## config.mk

```make
export PLATFORM = sky130hd
export DESIGN_NAME = muldiv_unit
export DESIGN_NICKNAME = d
export VERILOG_FILES = /design/src/rtl/muldiv_pkg.sv /design/src/rtl/muldiv_unit.sv
export SDC_FILE = /design/constraint.sdc
export NUM_CORES = 1
export LEC_CHECK = 0
export CELL_PAD_IN_SITES_DETAIL_PLACEMENT = 1
export CELL_PAD_IN_SITES_GLOBAL_PLACEMENT = 2
export CORE_ASPECT_RATIO = 1.5
export CORE_MARGIN = 4
export CORE_UTILIZATION = 32
export CTS_CLUSTER_DIAMETER = 120
export CTS_CLUSTER_SIZE = 14
export DETAILED_ROUTE_END_ITERATION = 10
export GPL_TIMING_DRIVEN = 0
export PLACE_DENSITY_LB_ADDON = 0.1
export SLEW_MARGIN = 20
export SYNTH_ARGS = -nofsm -noshare
export SYNTH_HDL_FRONTEND = slang
export SYNTH_SLANG_ARGS = --single-unit
```

## constraint.sdc

```tcl
create_clock -name clk_i -period 5.7 [get_ports clk_i]
set_clock_uncertainty 0.2 [all_clocks]
set_input_delay 1.14 -clock clk_i [delete_from_list [all_inputs] [get_ports clk_i]]
set_output_delay 1.14 -clock clk_i [all_outputs]
set_load 0.03 [all_outputs]
```

## src/rtl/muldiv_pkg.sv

```systemverilog
// muldiv_pkg: RV32M op encodings, FSM state type and op decode helpers
// shared by the iterative multiply/divide unit.
`default_nettype none

package muldiv_pkg;

  localparam logic [2:0] OP_MUL    = 3'b000;
  localparam logic [2:0] OP_MULH   = 3'b001;
  localparam logic [2:0] OP_MULHSU = 3'b010;
  localparam logic [2:0] OP_MULHU  = 3'b011;
  localparam logic [2:0] OP_DIV    = 3'b100;
  localparam logic [2:0] OP_DIVU   = 3'b101;
  localparam logic [2:0] OP_REM    = 3'b110;
  localparam logic [2:0] OP_REMU   = 3'b111;

  typedef enum logic [1:0] {
    ST_IDLE = 2'd0,
    ST_BUSY = 2'd1,
    ST_DONE = 2'd2
  } state_t;

  function automatic logic is_div(input logic [2:0] op);
    return op inside {OP_DIV, OP_DIVU, OP_REM, OP_REMU};
  endfunction

  function automatic logic is_signed1(input logic [2:0] op);
    return op inside {OP_MULH, OP_MULHSU, OP_DIV, OP_REM};
  endfunction

  function automatic logic is_signed2(input logic [2:0] op);
    return op inside {OP_MULH, OP_DIV, OP_REM};
  endfunction

  function automatic logic is_high(input logic [2:0] op);
    return op inside {OP_MULH, OP_MULHSU, OP_MULHU};
  endfunction

endpackage

`default_nettype wire

```

## src/rtl/muldiv_unit.sv

```systemverilog
// muldiv_unit: iterative RV32M multiply/divide, radix-2 shift-add multiply and
// restoring divide over XLEN cycles with a start/ready handshake. Rev 1.0
`default_nettype none

module muldiv_unit
  import muldiv_pkg::*;
#(
  parameter int XLEN = 32
) (
  input  logic            clk_i,
  input  logic            rst_i,
  input  logic            start_i,
  input  logic [2:0]      op_i,
  input  logic [XLEN-1:0] data1_i,
  input  logic [XLEN-1:0] data2_i,
  input  logic            flush_i,
  output logic            ready_o,
  output logic            busy_o,
  output logic            valid_o,
  output logic [XLEN-1:0] data_o
);

  localparam int CNT_W = $clog2(XLEN);
  localparam logic [XLEN-1:0] MIN_VAL = {1'b1, {(XLEN-1){1'b0}}};

  state_t            r_state, w_state_nxt;
  logic [XLEN-1:0]   r_acc;
  logic [XLEN-1:0]   r_sh;
  logic [XLEN-1:0]   r_b;
  logic [XLEN-1:0]   r_data;
  logic [2:0]        r_op;
  logic              r_neg_q;
  logic              r_neg_r;
  logic [CNT_W-1:0]  r_cnt;

  logic              w_ready, w_accept;
  logic              w_neg1, w_neg2;
  logic [XLEN-1:0]   w_mag1, w_mag2;
  logic              w_div0, w_ovf, w_special;
  logic [XLEN-1:0]   w_special_res;

  assign w_ready  = (r_state == ST_IDLE) || (r_state == ST_DONE);
  assign w_accept = start_i && w_ready && !flush_i;

  // Operand signs and magnitudes; -MIN wraps to 2^(XLEN-1), the correct magnitude.
  assign w_neg1 = is_signed1(op_i) && data1_i[XLEN-1];
  assign w_neg2 = is_signed2(op_i) && data2_i[XLEN-1];
  assign w_mag1 = w_neg1 ? -data1_i : data1_i;
  assign w_mag2 = w_neg2 ? -data2_i : data2_i;

  assign w_div0    = is_div(op_i) && (data2_i == '0);
  assign w_ovf     = is_div(op_i) && is_signed1(op_i) &&
                     (data1_i == MIN_VAL) && (data2_i == '1);
  assign w_special = w_div0 || w_ovf;

  always_comb begin
    w_special_res = '0;
    if (w_div0)
      w_special_res = op_i[1] ? data1_i : '1;
    else if (w_ovf)
      w_special_res = op_i[1] ? '0 : MIN_VAL;
  end

  // One iteration of either datapath; both share r_acc (high/remainder) and r_sh.
  logic [XLEN:0]     w_mul_sum;
  logic [XLEN:0]     w_div_shift;
  logic [XLEN:0]     w_div_trial;
  logic              w_qbit;
  logic [XLEN-1:0]   w_acc_nxt, w_sh_nxt;

  assign w_mul_sum   = {1'b0, r_acc} + (r_sh[0] ? {1'b0, r_b} : '0);
  assign w_div_shift = {r_acc, r_sh[XLEN-1]};
  assign w_div_trial = w_div_shift - {1'b0, r_b};
  assign w_qbit      = !w_div_trial[XLEN];

  always_comb begin
    w_acc_nxt = r_acc;
    w_sh_nxt  = r_sh;
    if (is_div(r_op)) begin
      w_acc_nxt = w_qbit ? w_div_trial[XLEN-1:0] : w_div_shift[XLEN-1:0];
      w_sh_nxt  = {r_sh[XLEN-2:0], w_qbit};
    end else begin
      w_acc_nxt = w_mul_sum[XLEN:1];
      w_sh_nxt  = {w_mul_sum[0], r_sh[XLEN-1:1]};
    end
  end

  // Sign fix-up applied to the final iteration's values.
  logic [2*XLEN-1:0] w_prod, w_prod_fix;
  logic [XLEN-1:0]   w_quo, w_rem, w_result;

  assign w_prod     = {w_acc_nxt, w_sh_nxt};
  assign w_prod_fix = r_neg_q ? -w_prod : w_prod;
  assign w_quo      = r_neg_q ? -w_sh_nxt : w_sh_nxt;
  assign w_rem      = r_neg_r ? -w_acc_nxt : w_acc_nxt;

  always_comb begin
    w_result = w_prod_fix[XLEN-1:0];
    if (is_div(r_op))
      w_result = r_op[1] ? w_rem : w_quo;
    else if (is_high(r_op))
      w_result = w_prod_fix[2*XLEN-1:XLEN];
  end

  always_ff @(posedge clk_i or posedge rst_i) begin
    if (rst_i)
      r_state <= ST_IDLE;
    else
      r_state <= w_state_nxt;
  end

  always_comb begin
    w_state_nxt = r_state;
    if (flush_i) begin
      w_state_nxt = ST_IDLE;
    end else begin
      case (r_state)
        ST_IDLE, ST_DONE: begin
          if (w_accept)
            w_state_nxt = w_special ? ST_DONE : ST_BUSY;
          else
            w_state_nxt = ST_IDLE;
        end
        ST_BUSY: begin
          if (r_cnt == '0)
            w_state_nxt = ST_DONE;
        end
        default: w_state_nxt = ST_IDLE;
      endcase
    end
  end

  always_ff @(posedge clk_i or posedge rst_i) begin
    if (rst_i) begin
      r_acc   <= '0;
      r_sh    <= '0;
      r_b     <= '0;
      r_data  <= '0;
      r_op    <= OP_MUL;
      r_neg_q <= 1'b0;
      r_neg_r <= 1'b0;
      r_cnt   <= '0;
    end else if (!flush_i) begin
      if (w_accept) begin
        r_op    <= op_i;
        r_neg_q <= w_neg1 ^ w_neg2;
        r_neg_r <= w_neg1;
        r_acc   <= '0;
        r_sh    <= w_mag1;
        r_b     <= w_mag2;
        r_cnt   <= CNT_W'(XLEN - 1);
        if (w_special)
          r_data <= w_special_res;
      end else if (r_state == ST_BUSY) begin
        r_acc <= w_acc_nxt;
        r_sh  <= w_sh_nxt;
        if (r_cnt == '0)
          r_data <= w_result;
        else
          r_cnt <= r_cnt - 1'b1;
      end
    end
  end

  assign ready_o = w_ready;
  assign busy_o  = (r_state == ST_BUSY);
  assign valid_o = (r_state == ST_DONE);
  assign data_o  = r_data;

endmodule

`default_nettype wire

```

# Word-level counts from Yosys, hierarchy flattened
# Cells that the tools add are included.
totals:
  output_inout_bits: 35
  wordCells: 98
  inputBits: 71
  ff_bits: 140
op_classes:
  n_reduce_logical: 27
  muxes: 32
  n_eq_ne: 20
  n_bitwise: 2
  add_sub_neg: 8
op_table:
  columns: ["operator", "count"]
  rows:
  - ["$mux W32", 23]
  - ["$neg A32 Y32", 4]
  - ["$eq A32 B32 Y1 const B", 2]
  - ["$mux W64", 1]
  - ["$neg A64 Y64", 1]
  - ["$add A32 B32 Y33", 1]
  - ["$sub A33 B32 Y33", 1]
  - ["$logic_not A32 Y1", 1]
  - ["$eq A3 B3 Y1 const B", 8]
  - ["$mux W5", 3]
  - ["$reduce_bool A4 Y1", 3]
  - ["$eq A3 B2 Y1 const B", 3]
  - ["$logic_and A1 B1 Y1", 8]
  - ["$mux W2", 4]
  - ["$eq A3 B1 Y1 const B", 2]
  - ["$reduce_bool A3 Y1", 2]
  - ["$logic_not A5 Y1", 1]
  - ["$sub A5 B1 Y5 const B", 1]
  - ["$pmux W2 S2", 1]
  - ["$reduce_and A2 Y1", 2]
  - ["$reduce_and A4 Y1", 1]
  - ["$reduce_bool A2 Y1", 2]
  - ["$ne A3 B2 Y1 const B", 1]
  - ["$reduce_and A3 Y1", 1]
  - ["other kinds (10)", 12]

# Longest topological paths before layout
depth:
  depth_word: 10
  mapped_depth: 25
  ltp_nobuf: 21

# Least setup slack after synthesis
# No wires, ideal clock.
synth_path:
  kind: "flip-flop to flip-flop"
  startpoint: "register r_sh[31]"
  endpoint: "register r_data[26], in the netlist data_o[26]"
  t_required_ps: 5366
  synth_period_minus_slack_ps: 5555
  path_stages_with_launch: 21
  path_slack_ps: 145
  n_path_buf: 1
  setup_ps: 134
  arrival_time_ps: 5221
  path_cell_list: "dfrtp_1 -> inv_1 -> ha_1 -> inv_1 -> fa_1 -> a211oi_1 -> or3_4 -> a2111oi_4 -> o31a_4 -> o221a_4 -> buf_2 -> a31oi_1 -> ha_1 -> o21ai_0 -> nand2b_1 -> or2_2 -> or3_1 -> or4_1 -> mux2i_1 -> a2111oi_0 -> a21oi_1"
synth_between:
  elab_chain_len: 10
  word_cells_on_any_way: 17
  cone_classes: "add/sub (4); mux (12); reduce/logical (1)"
synth_lines:
  columns: ["element", "line", "text"]
  rows:
  - ["start, declared", "muldiv_unit.sv:28", "logic [XLEN-1:0] r_sh;"]
  - ["start signal, assigned", "muldiv_unit.sv:149", "r_sh <= w_mag1;"]
  - ["start signal, assigned", "muldiv_unit.sv:156", "r_sh <= w_sh_nxt;"]
  - ["$sub A33 B32 Y33", "muldiv_unit.sv:73", "assign w_div_trial = w_div_shift - {1'b0, r_b};"]
  - ["$mux W32 / $logic_not A1 Y1 (equally long branches)", "muldiv_unit.sv:80, muldiv_unit.sv:74", null]
  - ["$mux W32", "muldiv_unit.sv:79", "if (is_div(r_op)) begin"]
  - ["$neg A64 Y64, or another cell as far along", "muldiv_unit.sv:93", "assign w_prod_fix = r_neg_q ? -w_prod : w_prod;"]
  - ["$mux W64, or another cell as far along", "muldiv_unit.sv:93", null]
  - ["$mux W32 (on tied branches)", "muldiv_unit.sv:101, muldiv_unit.sv:100", null]
  - ["$mux W32 *", "muldiv_unit.sv:99", "if (is_div(r_op))"]
  - ["$mux W32 *", "muldiv_unit.sv:157", "if (r_cnt == '0)"]
  - ["$mux W32 *", "muldiv_unit.sv:154", "end else if (r_state == ST_BUSY) begin"]
  - ["$mux W32 *", "muldiv_unit.sv:144", "if (w_accept) begin"]
  - ["end signal, assigned", "muldiv_unit.sv:153", "r_data <= w_special_res;"]
  - ["end signal, assigned", "muldiv_unit.sv:158", "r_data <= w_result;"]
  - ["end, declared", "muldiv_unit.sv:30", "logic [XLEN-1:0] r_data;"]
# Every way passes the cells marked *; elsewhere a longest branch is shown, timed or not. The select of a mux whose other input is x is not followed.
# A chain may end at the register's enable or synchronous reset.

# Worst setup path after layout
layout_path:
  startpoint: "register r_op[2]"
  endpoint: "register r_data[26], in the netlist data_o[26]"
layout_between:
  elab_chain_len: 10
  word_cells_on_any_way: 23
  cone_classes: "add/sub (3); eq/ne (7); mux (11); reduce/logical (2)"
layout_lines:
  columns: ["element", "line", "text"]
  rows:
  - ["start, declared", "muldiv_unit.sv:31", "logic [2:0] r_op;"]
  - ["start signal, assigned", "muldiv_unit.sv:145", "r_op <= op_i;"]
  - ["$eq A3 B3 Y1", "muldiv_pkg.sv:23", "return op inside {OP_DIV, OP_DIVU, OP_REM, OP_REMU};"]
  - ["$reduce_bool A4 Y1", "muldiv_pkg.sv:23", null]
  - ["$mux W32", "muldiv_unit.sv:79", null]
  - ["$neg A64 Y64, or another cell as far along", "muldiv_unit.sv:93", null]
  - ["$mux W64, or another cell as far along", "muldiv_unit.sv:93", null]
  - ["$mux W32 (on tied branches)", "muldiv_unit.sv:101, muldiv_unit.sv:100", null]
  - ["$mux W32 *", "muldiv_unit.sv:99", null]
  - ["$mux W32 *", "muldiv_unit.sv:157", null]
  - ["$mux W32 *", "muldiv_unit.sv:154", null]
  - ["$mux W32 *", "muldiv_unit.sv:144", null]
# Marked as above.

==> impl_metrics.toml <==
[critical_path]
endpoint_kind = "flip-flop"
critical_path_required_ns = 5.84
critical_path.max_fanout = 10
startpoint_type = "flip-flop"
cp.arrival_ns = 5.77
critical_path_class = "flip-flop to flip-flop"

[yosys]
ys_ff_latch = 140
synth_flop_cell = "dfrtp_1"
synth_edf_count = 0
yosys.cell_count.top_type = "nand2_1"
syn_inst = 2027
synth_nets = 2171
syn_area_per_cell_sq_um = 7.439
yosysSeqAreaShare_pct = 23.23
synth_cell_types = 98
async_flop_share_pct = 100.0
synthTopCellsByCount = "252 x nand2_1, 235 x o21ai_0, 146 x nor2_1, 140 x dfrtp_1, 139 x a21oi_1"
netlist.area_leader.share_pct = 23.23
ys_top_cells_by_area = "dfrtp_1 23%, o21ai_0 7.8%, nand2_1 6.3%"
yosysWarnings = 0
synth_area_sq_mm = 0.01508
yosysTopAreaCell = "dfrtp_1"

[route]
vias = 16760
drt-initial-drc-count = 994
drtPass1Iterations = 5
routed_via_density = 5.990
drc_errors = 0
wl_um = 80660
final_antenna_net_count = 0
routedWlPerCell_um = 28.83

[timing]
fin_crit_ns = 5.637
maxSlewViolCount = 0
setup_violations = 0
tightest_slew_ns = 1.306
hold_slack_ns = 0.2936
fmaxAchievable_mhz = 177.4
rsz0062_at_grt = "no"
hold_viol = 0
relSlewSlack_pct = 12.14
tns_ns = 0
fin_crit_sh_pct = 98.89

[placed_design]
dp_cells = 2730
place_congestion = 0.9829
portBuffers = 105
hpwl_um = 65650

[clocking]
htreeDepth = 4
clock_path_buffers = 2
clkTransAtPathRegs_ns = 0.07
cts_buffers = 17
clockRootBuffer = "clkbuf_16"
clock_sinks = 140
clock_latency_ns = 0.47
cts_tree = "done"

[pwr]
p_leak_nw = 7.238
pwr-share-clk_pct = 12.2
p_int_mw = 4.086
p_per_area_mw_per_mm2 = 490.9
p_sw_share_pct = 55.12
p_sw_mw = 5.018
seqPwrFrac_pct = 17.9
comb_power_share_pct = 69.9
irDropWorstVdd_mv = 0.2911

[die]
core_sq_mm = 0.04673
dieHeight_um = 273.9
dieArea_sq_mm = 0.05073
start_util_pct = 32.27
num_rows = 97
pin_count = 106
die_x_um = 185.2

[grt]
antenna_found_initial = 0
grt_pass1_vias = 17960
grt_max_degree = 77
overflow = 0
grt_pass1_wl_um = 118100
grt_use_total_pct = 31.47

[final_layout]
fin_nets = 2335
layout-drive-gt1-share_pct = 11.12
instances_no_fill = 2798
areaGrowthSynthToFinish_pct = 22.98
diodes = 0
nFillCells = 5698

[worst_hold_path]
min_path_type = "flip-flop to flip-flop"

[job]
maxCapViolCount = 0

[run_status]
status = "finished, final reports clean"
cell type report:
type	count	area (sq um)	share of cell area, %
clock buffer	20	446.7	2.409
multi-input combinational	1695	11410	61.54
sequential	140	3513	18.95
tap	594	743.2	4.008
timing repair buffer	150	1431	7.719
clock inverter	12	103.9	0.5600
buffer	101	563.0	3.036
inverter	86	330.3	1.781
what timing repair did:
item | 4_1_cts | 5_1_grt
endpoints found under the setup margin | 58 | 33
gates resized for setup | 128 | 64
buffers inserted | 21 | 20
pin swaps | 22 | 23
hold buffers | 0 | 0
power by group through the flow:
stage          Sequential [mW]  Clock [mW]  Combinational (mW)
5_1_grt                   1.65        1.16                6.82
2_1_floorplan             1.44           0                3.74
3_5_place_dp              1.64           0                5.57
4_1_cts                   1.63        1.13                6.02
3_3_place_gp              1.64           0                5.50
6_report                  1.63        1.11                6.36
sequential cells by signal, indices dropped and copies added, names as in the netlist:
| register | flops |
|---|---|
| r_sh | 32 |
| r_b | 32 |
| r_cnt | 5 |
| data_o | 32 |
| r_neg_q | 1 |
| r_op | 3 |
| r_acc | 32 |
| r_state | 2 |
| r_neg_r | 1 |
metal layers:
metal,wire length (um),GRT usage (%)
met1,29870,33.70
met2,39930,55.58
met3,2613,3.265
met4,8240,24.78
met5,0,0
cells in the final DEF, fill, tap and decap left out, drive strengths merged, types with 13 or more instances in the layout:
cell,n
buf,67
nand2,253
nor3,60
mux2i,40
dfrtp,140
ha,71
and2,45
or3,21
nor4,25
o31ai,33
nor2,147
clkbuf,98
inv,92
o21ai,239
xnor2,92
a31oi,31
xor2,77
nand3,36
a22o,13
a21o,18
nor2b,14
clkdlybuf4s50,105
o211ai,44
a21oi,139
nand2b,26
nand4,35
critical path: stages (launching register included):
cell       delay, ns
dfrtp_1         0.45
buf_2           0.28
clkbuf_4        0.32
buf_4           0.31
buf_4           0.33
clkbuf_4        0.33
buf_4           0.31
buf_4           0.31
buf_4           0.32
a31oi_4         0.16
inv_2           0.11
ha_4            0.16
o31ai_1         0.09
or3_4           0.46
or4_4           0.58
mux2i_4         0.22
a2111oi_4       0.43
a21oi_2         0.11
worst paths after layout:
kind	start	to	slack [ns]	cells past startpoint
setup / recovery	r_op[2]	data_o[26]	0.06	17
hold / removal	data_o[6]	data_o[6]	0.29	2
max in group asynchronous	rst_i	r_b[25]	3.60	3
setup reg to reg	r_op[2]	data_o[26]	0.06	17
hold reg to reg	data_o[6]	data_o[6]	0.29	2
min in group asynchronous	rst_i	r_cnt[1]	0.89	2
stage by stage:
stage	utilization, %	worst slack [ns]	instance area (sq um)	power, mW
2_1_floorplan	-	0.1453	15080	5.178
3_3_place_gp	36.11	-3.081	16870	7.137
3_5_place_dp	36.30	-3.244	16960	7.213
4_1_cts	38.82	-0.08019	18140	8.779
5_1_grt	39.69	0.001598	18540	9.640
6_report	39.69	0.06319	18540	9.104
kinds of logic after synthesis:
| kind of cell | after synthesis | synth area share [%] |
|---|---|---|
| and+or+nand+nor | 729 | 23.63 |
| xor gates and xnor gates | 169 | 9.816 |
| muxes | 51 | 3.551 |
| AOI/OAI and AO/OA | 673 | 28.70 |
| adders and majority gates | 73 | 6.157 |
| buffers and inverters | 192 | 4.912 |
| DFF | 140 | 23.23 |
Power figures use the tool's default switching activity.
